**config.mk**
```make
export PLATFORM = sky130hd
export DESIGN_NAME = mc_control_fsm
export DESIGN_NICKNAME = d
export VERILOG_FILES = /design/src/rtl/mc_control_fsm_pkg.sv /design/src/rtl/mc_alu_decoder.sv /design/src/rtl/mc_control_fsm.sv
export SDC_FILE = /design/constraint.sdc
export NUM_CORES = 1
export LEC_CHECK = 0
export BUFFER_PORTS_ARGS = -buffer_cell sky130_fd_sc_hd__buf_2
export CAP_MARGIN = 40
export CORE_AREA = 2 2 41 43
export CTS_CLUSTER_DIAMETER = 50
export DETAILED_ROUTE_END_ITERATION = 8
export DIE_AREA = 0 0 43 45
export PLACE_DENSITY = 0.75
export SLEW_MARGIN = 20
export SYNTH_ARGS = -nofsm -noshare
export SYNTH_HDL_FRONTEND = slang
export SYNTH_SLANG_ARGS = --single-unit
```
**constraint.sdc**
```tcl
create_clock -name clk -period 2.3 [get_ports clk]
set_input_delay 0.23 -clock clk [delete_from_list [all_inputs] [get_ports clk]]
set_output_delay 0.23 -clock clk [all_outputs]
set_load 0.01 [all_outputs]
```
**src/rtl/mc_control_fsm_pkg.sv**
```systemverilog
// Shared encodings for the RV32I multicycle control unit: state codes, opcodes
// and every datapath select field driven by mc_control_fsm.
package mc_ctrl_pkg;

  typedef enum logic [3:0] {
    S_FETCH    = 4'd0,
    S_DECODE   = 4'd1,
    S_MEMADR   = 4'd2,
    S_MEMREAD  = 4'd3,
    S_MEMWB    = 4'd4,
    S_MEMWRITE = 4'd5,
    S_EXECUTER = 4'd6,
    S_EXECUTEI = 4'd7,
    S_ALUWB    = 4'd8,
    S_JAL      = 4'd9,
    S_BRANCH   = 4'd10
  } state_t;

  localparam logic [6:0] OP_LW     = 7'b0000011;
  localparam logic [6:0] OP_SW     = 7'b0100011;
  localparam logic [6:0] OP_RTYPE  = 7'b0110011;
  localparam logic [6:0] OP_IALU   = 7'b0010011;
  localparam logic [6:0] OP_BRANCH = 7'b1100011;
  localparam logic [6:0] OP_JAL    = 7'b1101111;

  localparam logic [1:0] ALUOP_ADD   = 2'b00;
  localparam logic [1:0] ALUOP_SUB   = 2'b01;
  localparam logic [1:0] ALUOP_FUNCT = 2'b10;

  localparam logic [2:0] ALU_ADD = 3'b000;
  localparam logic [2:0] ALU_SUB = 3'b001;
  localparam logic [2:0] ALU_AND = 3'b010;
  localparam logic [2:0] ALU_OR  = 3'b011;
  localparam logic [2:0] ALU_SLT = 3'b101;

  localparam logic [1:0] RES_ALUOUT    = 2'b00;
  localparam logic [1:0] RES_DATA      = 2'b01;
  localparam logic [1:0] RES_ALURESULT = 2'b10;

  localparam logic [1:0] SRCA_PC    = 2'b00;
  localparam logic [1:0] SRCA_OLDPC = 2'b01;
  localparam logic [1:0] SRCA_A     = 2'b10;

  localparam logic [1:0] SRCB_WDATA = 2'b00;
  localparam logic [1:0] SRCB_IMM   = 2'b01;
  localparam logic [1:0] SRCB_FOUR  = 2'b10;

  localparam logic [1:0] IMM_I = 2'b00;
  localparam logic [1:0] IMM_S = 2'b01;
  localparam logic [1:0] IMM_B = 2'b10;
  localparam logic [1:0] IMM_J = 2'b11;

  function automatic logic op_supported(input logic [6:0] op);
    return (op == OP_LW) || (op == OP_SW) || (op == OP_RTYPE) ||
           (op == OP_IALU) || (op == OP_BRANCH) || (op == OP_JAL);
  endfunction

endpackage

```
**src/rtl/mc_alu_decoder.sv**
```systemverilog
// ALU operation decoder: maps ALUOp plus instruction function bits to ALUControl.
// Purely combinational, no state.
module mc_alu_decoder
  import mc_ctrl_pkg::*;
(
  input  logic [1:0] i_alu_op,
  input  logic [2:0] i_funct3,
  input  logic       i_funct7b5,
  input  logic       i_op5,
  output logic [2:0] o_alu_control
);

  always_comb begin
    o_alu_control = ALU_ADD;
    case (i_alu_op)
      ALUOP_ADD: o_alu_control = ALU_ADD;
      ALUOP_SUB: o_alu_control = ALU_SUB;
      ALUOP_FUNCT: begin
        case (i_funct3)
          // Only R-type (op[5]=1) can encode sub; addi with bit30 set is still add.
          3'b000:  o_alu_control = (i_op5 & i_funct7b5) ? ALU_SUB : ALU_ADD;
          3'b010:  o_alu_control = ALU_SLT;
          3'b110:  o_alu_control = ALU_OR;
          3'b111:  o_alu_control = ALU_AND;
          default: o_alu_control = ALU_ADD;
        endcase
      end
      default: o_alu_control = ALU_ADD;
    endcase
  end

endmodule

```
**src/rtl/mc_control_fsm.sv**
```systemverilog
// Moore control FSM for the multicycle RV32I datapath; 2-5 cycles per instruction.
// All outputs are combinational from state and instruction fields, forced to 0 during rst.
module mc_control_fsm
  import mc_ctrl_pkg::*;
(
  input  logic       clk,
  input  logic       rst,
  input  logic [6:0] op,
  input  logic [2:0] funct3,
  input  logic       funct7b5,
  input  logic       Zero,
  output logic       PCWrite,
  output logic       AdrSrc,
  output logic       MemWrite,
  output logic       IRWrite,
  output logic [1:0] ResultSrc,
  output logic [1:0] ALUSrcA,
  output logic [1:0] ALUSrcB,
  output logic [2:0] ALUControl,
  output logic [1:0] ImmSrc,
  output logic       RegWrite,
  output logic       Illegal,
  output logic [3:0] state_o
);

  state_t     r_state;
  state_t     w_next;

  logic       w_pc_update;
  logic       w_branch;
  logic       w_adr_src;
  logic       w_mem_write;
  logic       w_ir_write;
  logic [1:0] w_result_src;
  logic [1:0] w_alu_src_a;
  logic [1:0] w_alu_src_b;
  logic [1:0] w_alu_op;
  logic       w_reg_write;
  logic       w_taken;
  logic [1:0] w_imm_src;
  logic [2:0] w_alu_control;
  logic       w_illegal;

  always_ff @(posedge clk) begin
    if (rst) r_state <= S_FETCH;
    else     r_state <= w_next;
  end

  always_comb begin
    w_next = S_FETCH;
    case (r_state)
      S_FETCH: w_next = S_DECODE;
      S_DECODE: begin
        case (op)
          OP_LW, OP_SW: w_next = S_MEMADR;
          OP_RTYPE:     w_next = S_EXECUTER;
          OP_IALU:      w_next = S_EXECUTEI;
          OP_JAL:       w_next = S_JAL;
          OP_BRANCH:    w_next = S_BRANCH;
          default:      w_next = S_FETCH;
        endcase
      end
      S_MEMADR:   w_next = (op == OP_SW) ? S_MEMWRITE : S_MEMREAD;
      S_MEMREAD:  w_next = S_MEMWB;
      S_MEMWB:    w_next = S_FETCH;
      S_MEMWRITE: w_next = S_FETCH;
      S_EXECUTER: w_next = S_ALUWB;
      S_EXECUTEI: w_next = S_ALUWB;
      S_ALUWB:    w_next = S_FETCH;
      S_JAL:      w_next = S_ALUWB;
      S_BRANCH:   w_next = S_FETCH;
      default:    w_next = S_FETCH;
    endcase
  end

  always_comb begin
    w_pc_update  = 1'b0;
    w_branch     = 1'b0;
    w_adr_src    = 1'b0;
    w_mem_write  = 1'b0;
    w_ir_write   = 1'b0;
    w_result_src = RES_ALUOUT;
    w_alu_src_a  = SRCA_PC;
    w_alu_src_b  = SRCB_WDATA;
    w_alu_op     = ALUOP_ADD;
    w_reg_write  = 1'b0;
    case (r_state)
      S_FETCH: begin
        w_ir_write   = 1'b1;
        w_alu_src_b  = SRCB_FOUR;
        w_result_src = RES_ALURESULT;
        w_pc_update  = 1'b1;
      end
      S_DECODE: begin
        w_alu_src_a = SRCA_OLDPC;
        w_alu_src_b = SRCB_IMM;
        w_alu_op    = ALUOP_ADD;
      end
      S_MEMADR: begin
        w_alu_src_a = SRCA_A;
        w_alu_src_b = SRCB_IMM;
      end
      S_MEMREAD: w_adr_src = 1'b1;
      S_MEMWB: begin
        w_result_src = RES_DATA;
        w_reg_write  = 1'b1;
      end
      S_MEMWRITE: begin
        w_adr_src   = 1'b1;
        w_mem_write = 1'b1;
      end
      S_EXECUTER: begin
        w_alu_src_a = SRCA_A;
        w_alu_op    = ALUOP_FUNCT;
      end
      S_EXECUTEI: begin
        w_alu_src_a = SRCA_A;
        w_alu_src_b = SRCB_IMM;
        w_alu_op    = ALUOP_FUNCT;
      end
      S_ALUWB: w_reg_write = 1'b1;
      S_JAL: begin
        w_alu_src_a = SRCA_OLDPC;
        w_alu_src_b = SRCB_FOUR;
        w_pc_update = 1'b1;
      end
      S_BRANCH: begin
        w_alu_src_a = SRCA_A;
        w_alu_op    = ALUOP_SUB;
        w_branch    = 1'b1;
      end
      default: ;
    endcase
  end

  always_comb begin
    w_taken = 1'b0;
    case (funct3)
      3'b000:  w_taken = Zero;
      3'b001:  w_taken = ~Zero;
      default: w_taken = 1'b0;
    endcase
  end

  always_comb begin
    w_imm_src = IMM_I;
    case (op)
      OP_SW:     w_imm_src = IMM_S;
      OP_BRANCH: w_imm_src = IMM_B;
      OP_JAL:    w_imm_src = IMM_J;
      default:   w_imm_src = IMM_I;
    endcase
  end

  assign w_illegal = (r_state == S_DECODE) && !op_supported(op);

  mc_alu_decoder u_alu_dec (
    .i_alu_op      (w_alu_op),
    .i_funct3      (funct3),
    .i_funct7b5    (funct7b5),
    .i_op5         (op[5]),
    .o_alu_control (w_alu_control)
  );

  // Gating on rst keeps an aborted store or writeback from reaching memory or the regfile.
  assign PCWrite    = ~rst & (w_pc_update | (w_branch & w_taken));
  assign AdrSrc     = ~rst & w_adr_src;
  assign MemWrite   = ~rst & w_mem_write;
  assign IRWrite    = ~rst & w_ir_write;
  assign ResultSrc  = rst ? 2'b00 : w_result_src;
  assign ALUSrcA    = rst ? 2'b00 : w_alu_src_a;
  assign ALUSrcB    = rst ? 2'b00 : w_alu_src_b;
  assign ALUControl = rst ? 3'b000 : w_alu_control;
  assign ImmSrc     = rst ? 2'b00 : w_imm_src;
  assign RegWrite   = ~rst & w_reg_write;
  assign Illegal    = ~rst & w_illegal;
  assign state_o    = r_state;

endmodule
```
==> results.md <==
- Status: complete, no violations
- Via count: 693
- MaxCap Viol Count: 0
- Max H-tree Level: 1
- Slew @ Worst Pin: roughly 0.40 ns
- CP max-delay cell: or3_1
- DP Area: 758 µm²
- Min-delay worst type: primary input to register
- Worst EP arrival: roughly 1.9 ns
- Slew Viols, Final: 0
- Area grow syn2layout: 31.0%
- Crit path launch type: register
- Final Skew: between 0.002 and 0.003 ns
- WL/cell: 11.9 µm
- Post-route setup TNS: 0 ns
- Ys Warns: 0
- Flip-flop count of the largest register after layout: 4
- Port buffer count: 34
- WP buf/inv: 3
- Synthesized cell area: around 600 µm²
- HPWL reported at the end of detailed placement: between 1000 and 1500 µm
- Nets: approximately 130
- CTS tree: built
- Die height: ~45 µm
- Initial Utilization: approximately 40%
- Post-synth top area share: about 13%
- CP Max Fanout: 6
- Worst Setup Path Type: register to output pin
- RSZ-0062 raised after global routing: false
- Fmax: ~0.46 GHz
- Pin count of the biggest net entering global routing: 16
- Post-synth cell types: 36
- Top post-synthesis cells by area: dfxtp_1 13%, buf_4 6.3%, xnor2_1 4.4%
- Peak VDD IR: roughly 0.00014 V
- Placer Congestion: approximately 0.77
- Post-CTS Hold Fix Bufs: 0
- TritonRoute pass-1 iters: 4
- Endpoints failing hold: 0
- Post-route design area: between 700 and 800 µm²
- Rows: 14
- Pwr dens: roughly 300 mW/mm²
- CP Data Required Time: slightly above 2 ns
- Post-CTS Setup Inserts: 0
- Slew Limit Headroom: between 70 and 80%
- Dpl cells: between 100 and 150
- Register-to-Register Path Depth: 4
- Drt via density: approximately 5.5
- Number of global-route vias before repair: just under 600
- Full die area: a little under 0.002 mm²
- Layout cell share with drive strength beyond 1: roughly 44%
- Mean Syn Cell Area: approximately 7.7 µm²
- Drt first-iter violations: 7
- Leak: between 0.3 and 0.4 nW
- Final worst-path cycle share: between 90% and 100%
- Post-synthesis sequential area ratio: roughly 13%
- Top Family by Delay on Critical Path: simple AND/OR/NAND/NOR gates
- Levels on crit path: 7
- DRT Wirelength: ~1500 µm
- Post_cts resized: 0
- Core area: about 0.0015 mm²
- Final setup violation count: 0
- Worst skew pair latency: approximately 0.24 ns
- Post-synthesis cell count: 78
- Syn nets: 94
- Ant diodes: 0
- Max incr delay on CP: roughly 0.34 ns
- Clk slew on worst S/H paths: roughly 0.040 ns
- Layout Cells excl Fill: around 130
- Clk sinks: 4
- FF+latch count, synth: 4
- Clock Root Buffer: clkbuf_4
- Residual DRC: 0
- Synth area leader: dfxtp_1
- Total GRT Usage: between 10% and 20%
- Initial antenna violation count: 0
- Hold Path Cell Cnt: 3
- Die width: around 43 µm
- Layout fillers: ~150
- Min Tclk post-route: 2.17 ns
- # IOs: 35
- CTS Buf Count: 3
- Antenna-violating nets left: 0
- Clock Tree Buf Depth: 2
- Grt total ovfl: 0
- Worst Setup End Kind: output pin
- Global-route wire length before repair: around 2600 µm
- Crit-path cells: inv_2, nor4b_4, inv_1, ha_1, or3_1, nor3_1, buf_2
report_power, final:
| group | internal [W] | switching, W | leakage, nW |
|---|---|---|---|
| combinational | 0.0000337 | 0.0000417 | 0.319 |
| sequential | 0.0000715 | 0.00000190 | 0.0331 |
| clock | 0.0000584 | 0.0000292 | 0.0138 |
| total | 0.000164 | 0.0000728 | 0.366 |
cell usage in the layout, fill, tap and decap left out, types with 2 or more instances in the layout:
master	instances
nor3b_1	3
dfxtp_1	3
xor2_1	3
nand3_1	3
ha_1	2
buf_4	4
nand2_1	5
nor2b_1	4
nor2_1	3
nor3_1	5
xnor2_1	3
buf_2	34
and3b_1	2
a21oi_1	5
a31oi_1	2
inv_1	4
nand4_1	4
clkbuf_4	3
tightest hold or removal path, cell delays in order:
cell     delay (ns)
buf_2          0.14
nand4_1        0.07
a21oi_1        0.06
Yosys cell counts, drive strengths merged:
| master | n |
|---|---|
| a211oi | 1 |
| a2111oi | 1 |
| nor3 | 5 |
| inv | 5 |
| and4b | 1 |
| a31oi | 2 |
| and2 | 1 |
| a31o | 1 |
| or3 | 2 |
| nor4b | 1 |
| nor2 | 3 |
| dfxtp | 4 |
| nor4bb | 1 |
| a211o | 1 |
| o21ai | 1 |
| nand3 | 3 |
| xnor2 | 3 |
| a21oi | 5 |
| xor2 | 3 |
| and4 | 1 |
| nand4 | 4 |
| nand2 | 5 |
| buf | 8 |
| nor3b | 4 |
| ha | 2 |
| and3 | 1 |
| nor4 | 2 |
| and3b | 2 |
| o2111ai | 1 |
| nor2b | 4 |
layout make-up:
cell class / instances / area, µm² / area share, %
inverter: 5 / 18.8 / 2.40
timing repair buffer: 38 / 200 / 25.6
multi-input combinational: 61 / 439 / 56.2
clock buffer: 3 / 22.5 / 2.88
tap: 16 / 20.0 / 2.56
sequential: 4 / 81.3 / 10.4
worst paths after layout:
check	start	to	slack, ns
worst max-delay path	state_o[1]$_SDFF_PP0_	ALUControl[2]	0.13
worst min-delay path	op[6]	state_o[3]$_SDFF_PP0_	0.31
worst max register to register	state_o[0]$_SDFF_PP0_	state_o[3]$_SDFF_PP0_	0.98
worst min register to register	state_o[1]$_SDFF_PP0_	state_o[0]$_SDFF_PP0_	0.61
stage by stage:
step           worst slack (ns)  hold WS [ns]  utilization (%)  total power (W)
2_1_floorplan             0.307         0.384                -         0.000121
4_1_cts                  0.0248         0.311             53.1         0.000237
5_1_grt                  0.0229         0.335             53.1         0.000248
3_5_place_dp              0.278         0.554             51.5         0.000150
6_report                  0.127         0.307             53.1         0.000236
3_3_place_gp              0.349         0.562             51.5         0.000149
metal layers:
metal / part of all wire, % / vias up / track usage [%]
met5: 0 / - / 0
met4: 1.3 / 0 / 7.27
met3: 5.0 / 3 / 2.40
met2: 52 / 23 / 29.7
met1: 42 / 317 / 22.5
li1: - / 350 / -
logic make-up after synthesis:
logic type / count (synthesis) / synth area share, %
AND/OR/NAND/NOR: 40 / 46.1
AO/OA/AOI/OAI: 13 / 14.5
buffers and inverters: 13 / 13.0
XOR/XNOR: 6 / 8.81
flip-flops: 4 / 13.4
adder cells (fa/ha/maj): 2 / 4.19
(Power assumes the default switching activity.)
